$ cat src/rtl/sp_ram_arbiter.sv
// Round-robin arbiter that shares one single-port 32-bit RAM between NUM_REQ masters.
// Define SP_RAM_ARB_LOCK_EN to add the bus-lock FSM (bounded by MAX_LOCK consecutive grants).
module sp_ram_arbiter #(
    parameter int NUM_REQ    = 2,
    parameter int ADDR_WIDTH = 15,
    parameter int MAX_LOCK   = 16
) (
    input  logic                          clk,
    input  logic                          rstn_i,
    input  logic [NUM_REQ-1:0]            req_i,
    input  logic [NUM_REQ-1:0]            lock_i,
    input  logic [NUM_REQ*ADDR_WIDTH-1:0] addr_i,
    input  logic [NUM_REQ-1:0]            we_i,
    input  logic [NUM_REQ*4-1:0]          be_i,
    input  logic [NUM_REQ*32-1:0]         wdata_i,
    output logic [NUM_REQ-1:0]            gnt_o,
    output logic [NUM_REQ-1:0]            rvalid_o,
    output logic [31:0]                   rdata_o,
    output logic                          ram_en_o,
    output logic [ADDR_WIDTH-1:0]         ram_addr_o,
    output logic [31:0]                   ram_wdata_o,
    output logic                          ram_we_o,
    output logic [3:0]                    ram_be_o,
    input  logic [31:0]                   ram_rdata_i
);
    localparam int PW = (NUM_REQ > 2) ? 2 : 1;

    function automatic logic [PW-1:0] next_idx(input logic [PW-1:0] i);
        return (i == PW'(NUM_REQ - 1)) ? '0 : i + PW'(1);
    endfunction

    logic [PW-1:0]      rr_ptr_q, rr_ptr_d;
    logic [NUM_REQ-1:0] rvalid_q;
    logic [NUM_REQ-1:0] elig;
    logic [PW-1:0]      base_ptr;
    logic [NUM_REQ-1:0] gnt;
    logic               gnt_any;
    logic [PW-1:0]      gnt_idx;

    // first eligible master scanning upward from base_ptr, wrapping at NUM_REQ
    always_comb begin
        int k;
        gnt     = '0;
        gnt_any = 1'b0;
        gnt_idx = '0;
        k       = 0;
        for (int i = 0; i < NUM_REQ; i++) begin
            k = int'(base_ptr) + i;
            if (k >= NUM_REQ) k = k - NUM_REQ;
            if (!gnt_any && elig[k]) begin
                gnt_any = 1'b1;
                gnt_idx = PW'(k);
            end
        end
        if (gnt_any) gnt[gnt_idx] = 1'b1;
    end

    assign rr_ptr_d = gnt_any ? next_idx(gnt_idx) : base_ptr;

    always_comb begin
        ram_en_o    = gnt_any;
        ram_addr_o  = '0;
        ram_wdata_o = '0;
        ram_we_o    = 1'b0;
        ram_be_o    = '0;
        if (gnt_any) begin
            ram_addr_o  = addr_i[int'(gnt_idx)*ADDR_WIDTH +: ADDR_WIDTH];
            ram_wdata_o = wdata_i[int'(gnt_idx)*32 +: 32];
            ram_we_o    = we_i[gnt_idx];
            ram_be_o    = be_i[int'(gnt_idx)*4 +: 4];
        end
    end

    always_ff @(posedge clk or negedge rstn_i) begin
        if (!rstn_i) begin
            rr_ptr_q <= '0;
            rvalid_q <= '0;
        end else begin
            rr_ptr_q <= rr_ptr_d;
            rvalid_q <= gnt;
        end
    end

    assign gnt_o    = gnt;
    assign rvalid_o = rvalid_q;
    assign rdata_o  = ram_rdata_i;

`ifdef SP_RAM_ARB_LOCK_EN
    localparam int CW = $clog2(MAX_LOCK + 1);

    typedef enum logic {S_IDLE, S_LOCKED} state_e;

    state_e         state_q, state_d;
    logic [PW-1:0]  owner_q, owner_d;
    logic [CW-1:0]  lock_cnt_q, lock_cnt_d;
    logic           locked, forced, release_now;

    always_ff @(posedge clk or negedge rstn_i) begin
        if (!rstn_i) begin
            state_q    <= S_IDLE;
            owner_q    <= '0;
            lock_cnt_q <= '0;
        end else begin
            state_q    <= state_d;
            owner_q    <= owner_d;
            lock_cnt_q <= lock_cnt_d;
        end
    end

    // release takes effect in the same cycle, so arbitration is already round robin
    always_comb begin
        locked      = (state_q == S_LOCKED);
        forced      = (lock_cnt_q == CW'(MAX_LOCK));
        release_now = locked && (!lock_i[owner_q] || forced);
        elig        = req_i;
        base_ptr    = rr_ptr_q;
        if (locked && !release_now)
            elig = req_i & (NUM_REQ'(1) << owner_q);
        else if (release_now && forced)
            base_ptr = next_idx(owner_q);
    end

    always_comb begin
        state_d    = state_q;
        owner_d    = owner_q;
        lock_cnt_d = lock_cnt_q;
        if (locked && !release_now) begin
            if (gnt_any) lock_cnt_d = lock_cnt_q + CW'(1);
        end else begin
            state_d    = S_IDLE;
            lock_cnt_d = '0;
            if (gnt_any && lock_i[gnt_idx]) begin
                state_d    = S_LOCKED;
                owner_d    = gnt_idx;
                lock_cnt_d = CW'(1);
            end
        end
    end
`else
    logic unused_lock;
    assign unused_lock = ^lock_i;
    assign elig        = req_i;
    assign base_ptr    = rr_ptr_q;
`endif

endmodule

$ cat config.mk
export PLATFORM = sky130hd
export DESIGN_NAME = sp_ram_arbiter
export DESIGN_NICKNAME = d
export VERILOG_FILES = /design/src/rtl/sp_ram_arbiter.sv
export SDC_FILE = /design/constraint.sdc
export NUM_CORES = 1
export LEC_CHECK = 0
export CAP_MARGIN = 10
export CELL_PAD_IN_SITES_DETAIL_PLACEMENT = 0
export CELL_PAD_IN_SITES_GLOBAL_PLACEMENT = 2
export CORE_MARGIN = 10
export CORE_UTILIZATION = 10
export CTS_CLUSTER_SIZE = 25
export DETAILED_ROUTE_END_ITERATION = 12
export HOLD_SLACK_MARGIN = 0.12
export PLACE_DENSITY = 0.95
export SYNTH_ARGS = -nofsm -noshare
export SYNTH_HDL_FRONTEND = slang
export SYNTH_SLANG_ARGS = --single-unit
$ cat constraint.sdc
create_clock -name clk -period 2 [get_ports clk]
set_clock_uncertainty 0.2 [all_clocks]
set_input_delay 0.4 -clock clk [delete_from_list [all_inputs] [get_ports clk]]
set_output_delay 0.4 -clock clk [all_outputs]
set_load 0.05 [all_outputs]
* Word-level counts from Yosys, hierarchy flattened *
Index checks and enable logic that the tools add are counted.
W data, S select, Z words.

operators by class
  $add $sub $neg = 4
  multipliers = 1
  divide/modulo/power cells = 0
  magnitude comparators = 6
  equal/unequal tests = 0
  shifts and indexed selects = 3
  muxes and demuxes = 22
  bitwise logic cells = 0
  reduce and logical (&&, ||, !) cells = 3

operators by type and width
  cell                   count
  $mux W32               3
  $lt A32 B3 Y1 const B  2
  $shiftx A64 B7 Y32     1
  $shiftx A30 B6 Y15     1
  $mux W1                15
  $mux W15               1
  $shiftx A8 B4 Y4       1
  $mul A1 B4 Y5 const B  1
  $mux W4                1
  $sub A1 B2 Y3 const B  1
  $sub A2 B2 Y3 const B  1
  $add A1 B1 Y2 const B  1
  $ge A1 B2 Y1 const B   1
  $ge A2 B2 Y1 const B   1
  $logic_and A1 B1 Y1    2
  $lt A1 B2 Y1 const B   1
  $mux W2                1
  $add A1 B1 Y1 const B  1
  $demux W1 S1           1
  $ge A1 B1 Y1 const B   1
  $logic_not A1 Y1       1

word-level totals
  register bits = 3
  latch bits = 0
  memory bits (writable) = 0
  bits in read-only memories = 0
  input port bits = 142
  output and inout bits = 89
  word-level logic and storage cells = 41
  memories kept = 0

* Depth between registers and ports, before layout *
  depth after elaboration = 14
  gate-level depth with buffers = 4
  depth with buffers taken out = 2

* Worst setup path before layout *
OpenSTA, ideal clock, no wires.

  path kind = input to output
  start point = input req_i[0]
  end point = output ram_addr_o[10]
  arrival time = 1.410 ns
  required time = 1.400 ns
  slack = -0.010 ns
  cell stages on the path = 3
  path buffers = 1
  cells stage by stage = a21boi_2 buf_4 a32o_1

on the way
  word-level cells in the longest chain between the ends = 10
  elaborated cells on any way between the ends = 15
  classes of those cells = mul (1); shift (1); mux (11); reduce/logical (2)

RTL lines
  item                                         line  source
  from (decl)                                  10    input logic [NUM_REQ-1:0] req_i,
  $mux W1 (not written as such) (3 in series)  50    if (!gnt_any && elig[k]) begin
  $mux W1                                      50
  $logic_not A1 Y1                             50
  $logic_and A1 B1 Y1                          50
  $mux W1                                      50
  $mul A1 B4 Y5                                67    ram_addr_o = addr_i[int'(gnt_idx)*ADDR_WIDTH +: ADDR_WIDTH];
  $shiftx A30 B6 Y15                           67
  $mux W15 *                                   66    if (gnt_any) begin
  to (decl)                                    20    output logic [ADDR_WIDTH-1:0] ram_addr_o,

Every way passes the cells marked *; elsewhere a longest branch is shown, timed or not. The select of a mux whose other input is x is not followed.

* Worst setup path in the final report *
  start point = register rr_ptr_q, in the netlist base_ptr
  end point = output ram_addr_o[12]

on the way
  word-level cells in the longest chain between the ends = 12
  elaborated cells on any way between the ends = 22
  classes of those cells = add/sub (3); mul (1); order compare (2); shift (1); mux (13); reduce/logical (2)

RTL lines
  item                                           line  source
  from (decl)                                    32    logic [PW-1:0] rr_ptr_q, rr_ptr_d;
  from (signal assigned)                         79    rr_ptr_q <= rr_ptr_d;
  $sub A1 B2 Y3 or $ge A1 B2 Y1 (tied branches)  49    if (k >= NUM_REQ) k = k - NUM_REQ;
  $mux W32                                       49
  $mux W1 (not written as such) (3 in series)    50
  $mux W1                                        50
  $logic_not A1 Y1                               50
  $logic_and A1 B1 Y1                            50
  $mux W1                                        50
  $mul A1 B4 Y5                                  67
  $shiftx A30 B6 Y15                             67
  $mux W15 *                                     66

Marks and branches as above.

==> results.toml <==
[worst_hold_path]
hold_path_class = "in -> async"

[detailed_routing]
viasPerCell = 4.34
drt_first_iter_violations = 79
vias = 1651
first_pass_iters = 4
drt-total-wl_um = 8270
drtAntennaViolNets = 0
wl_per_cell_um = 21.8
post-route-drc-count = 0

[place]
dp_slack_ns = -0.440
place_area_sq_um = 3080
portBuffers = 164
place_congestion = 0.690
dp.final_hpwl_um = 6030

[clocking]
clockBufferDepth = 2
cts_sinks = 3
cts_tree = "yes"
clock_latency_ns = 0.22
htree_num_levels = 1
numCtsBuffers = 3
cts_root_buf = "clkbuf_8"
cts_hold_buffers = 0
clk_pin_slew_ns = 0.04

[worst_setup_path]
path_cells = "buf_6 -> a21boi_4 -> buf_12 -> clkbuf_16 -> a32o_2 -> buf_12"
r2r-start = "base_ptr$_DFFE_PN0P_"
critPathMaxStageDelay_ns = 0.38
start_kind = "register"
cp.required_ns = 1.40
cp_top_family = "buffers and inverters"
cp_num_buf_inv = 4
worst-setup-path-type = "reg -> out"
crit_top_cell = "buf_12"
cp-end-kind = "primary output"
cp_max_fo = 10
cp.arrival_ns = 1.51
r2r_end = "base_ptr$_DFFE_PN0P_"
rrSetupSlack_ns = 0.63
r2r_cells = 6
crit_path_top_delay_cell = "dfrtp_1"

[timing]
timing.fmax_mhz = 474
min_period_ns = 2.11
finalMaxSlewViolations = 0
setup_viol = 53
hold_viol_final = 0
holdWs_ns = 0.171
setup_slack_ns = -0.109
fin_tns_setup_ns = -4.53
tightest_slew_ns = 0.362
post-route-period-util_pct = 105
rsz0062_at_grt = "true"
relSlewSlack_pct = 75.9

[yosys]
synthCells = 110
synth.distinct_cells = 12
synth_top_area_share_pct = 52.4
synth_nets = 252
yosysTopAreaCell = "a32o_1"
netlist_area_sq_um = 993
ys_seq_area_share_pct = 7.56
syn_avg_cell_area_sq_um = 9.03
ys_ff_latch = 3
ys_warn_count = 0
ys_top_cells_by_area = "a32o_1, buf_4, dfrtp_1"

[layout]
nFillCells = 960
diodes = 0
drive_gt1_share_pct = 54.7
final_net_count = 390
area_growth_syn_to_layout_pct = 242
multi_input_area_sq_um = 639
final_area_sq_um = 3400
seqCellArea_sq_um = 75.1

[floorplanning]
num_rows = 36
die_y_um = 120
core_sq_um = 9730
die-area_sq_um = 14300
io_pins = 231
start_util_pct = 10.2
die_w_um = 120

[flow_run]
max-cap-violations = 0

[global_routing]
antenna_found_initial = 0
overflow = 0
grt_usage_pct = 10.3
grt_max_degree = 35
grt_pass1_vias = 1794
grt_pass1_wl_um = 11600

[power]
powerDensity_nw_per_um2 = 533
vdd_drop_max_mv = 0.261
leakage_nw = 1.51

[status]
outcome = "finished, violations left"
violations = "negative setup slack"
-- layout by cell type, fill, tap and decap left out --
cell type and count:
buf_2 1, dfrtp_1 3, clkbuf_16 2, buf_4 8, nand2b_4 1, clkdlybuf4s50_1 105
or2_2 1, nor2_1 1, buf_12 59, and2_1 1, buf_6 3, clkbuf_1 1
clkbuf_8 3, a32o_2 52, buf_16 3, a21boi_4 1, a21oi_1 1, clkdlybuf4s15_2 1
-- where the power goes --
part | switching (W) | internal, W | total, W | leakage [nW]
Sequential | 0.00000354 | 0.0000676 | 0.0000711 | 0.0359
Clock | 0.0000519 | 0.000137 | 0.000189 | 0.0228
Combinational | 0.000731 | 0.000821 | 0.00155 | 1.45
Total | 0.000786 | 0.00103 | 0.00181 | 1.51
-- sequential cells by signal (all words and copies together), names as in the netlist --
signal / count
base_ptr: 1
rvalid_o: 2
-- worst max path at each step --
stage                          from         endpoint  slack [ns]  depth (start not counted)
2_1_floorplan              req_i[0]    ram_addr_o[0]        0.07                          3
3_3_place_gp               req_i[0]  ram_wdata_o[10]       -0.41                          5
3_5_place_dp               req_i[0]  ram_wdata_o[10]       -0.44                          5
4_1_cts        base_ptr$_DFFE_PN0P_  ram_wdata_o[26]       -0.12                          6
5_1_grt        base_ptr$_DFFE_PN0P_  ram_wdata_o[26]       -0.15                          6
6_report       base_ptr$_DFFE_PN0P_   ram_addr_o[12]       -0.11                          6
-- worst register-to-register path, stage by stage (launching register included) --
cell     delay [ns]
dfrtp_1        0.38
buf_6          0.13
buf_4          0.13
buf_4          0.12
buf_4          0.12
nor2_1         0.11
a21oi_1        0.05
-- routing by layer --
metal / up-vias / track usage [%] / share of wire [%]
li1: 723 / - / -
met1: 798 / 11.3 / 39
met2: 112 / 18.7 / 51
met3: 18 / 3.19 / 7.9
met4: 0 / 2.49 / 1.3
met5: - / 0 / 0
-- logic make-up after synthesis --
kind of cell / count (synthesis) / share of synthesized area [%]
AOI/OAI and AO/OA: 54 / 54.0
buffers and inverters: 49 / 36.1
DFF: 3 / 7.56
and+or+nand+nor: 4 / 2.27
-- stage by stage --
step / utilization [%] / total power, W / instances
after floorplan: - / 0.000880 / 110
after global placement: 31.6 / 0.00148 / 363
after detailed placement: 31.6 / 0.00149 / 363
after CTS: 33.8 / 0.00178 / 374
after global routing: 35.0 / 0.00188 / 380
final: 35.0 / 0.00181 / 380
-- cells in the mapped netlist (all sizes together) --
cell type and number:
nor2 1, a21boi 1, dfrtp 3, a32o 52, clkbuf 4, buf 45, nand2b 1, and2 1
a21oi 1, or2 1
-- what timing repair did --
item | in CTS | in global routing
gates resized for setup | 34 | 19
endpoints found under the setup margin | 54 | 53
setup buffers | 4 | 4
pin swaps | 2 | 5
gates cloned | 3 | 2
endpoints found under the hold margin | 0 | 0
-- cell type report --
type | instances | area share [%]
tap | 133 | 4.89
multi-input combinational | 58 | 18.8
clock buffer | 4 | 1.32
timing repair buffer | 182 | 72.8
sequential | 3 | 2.21
(Power assumes the default switching activity.)
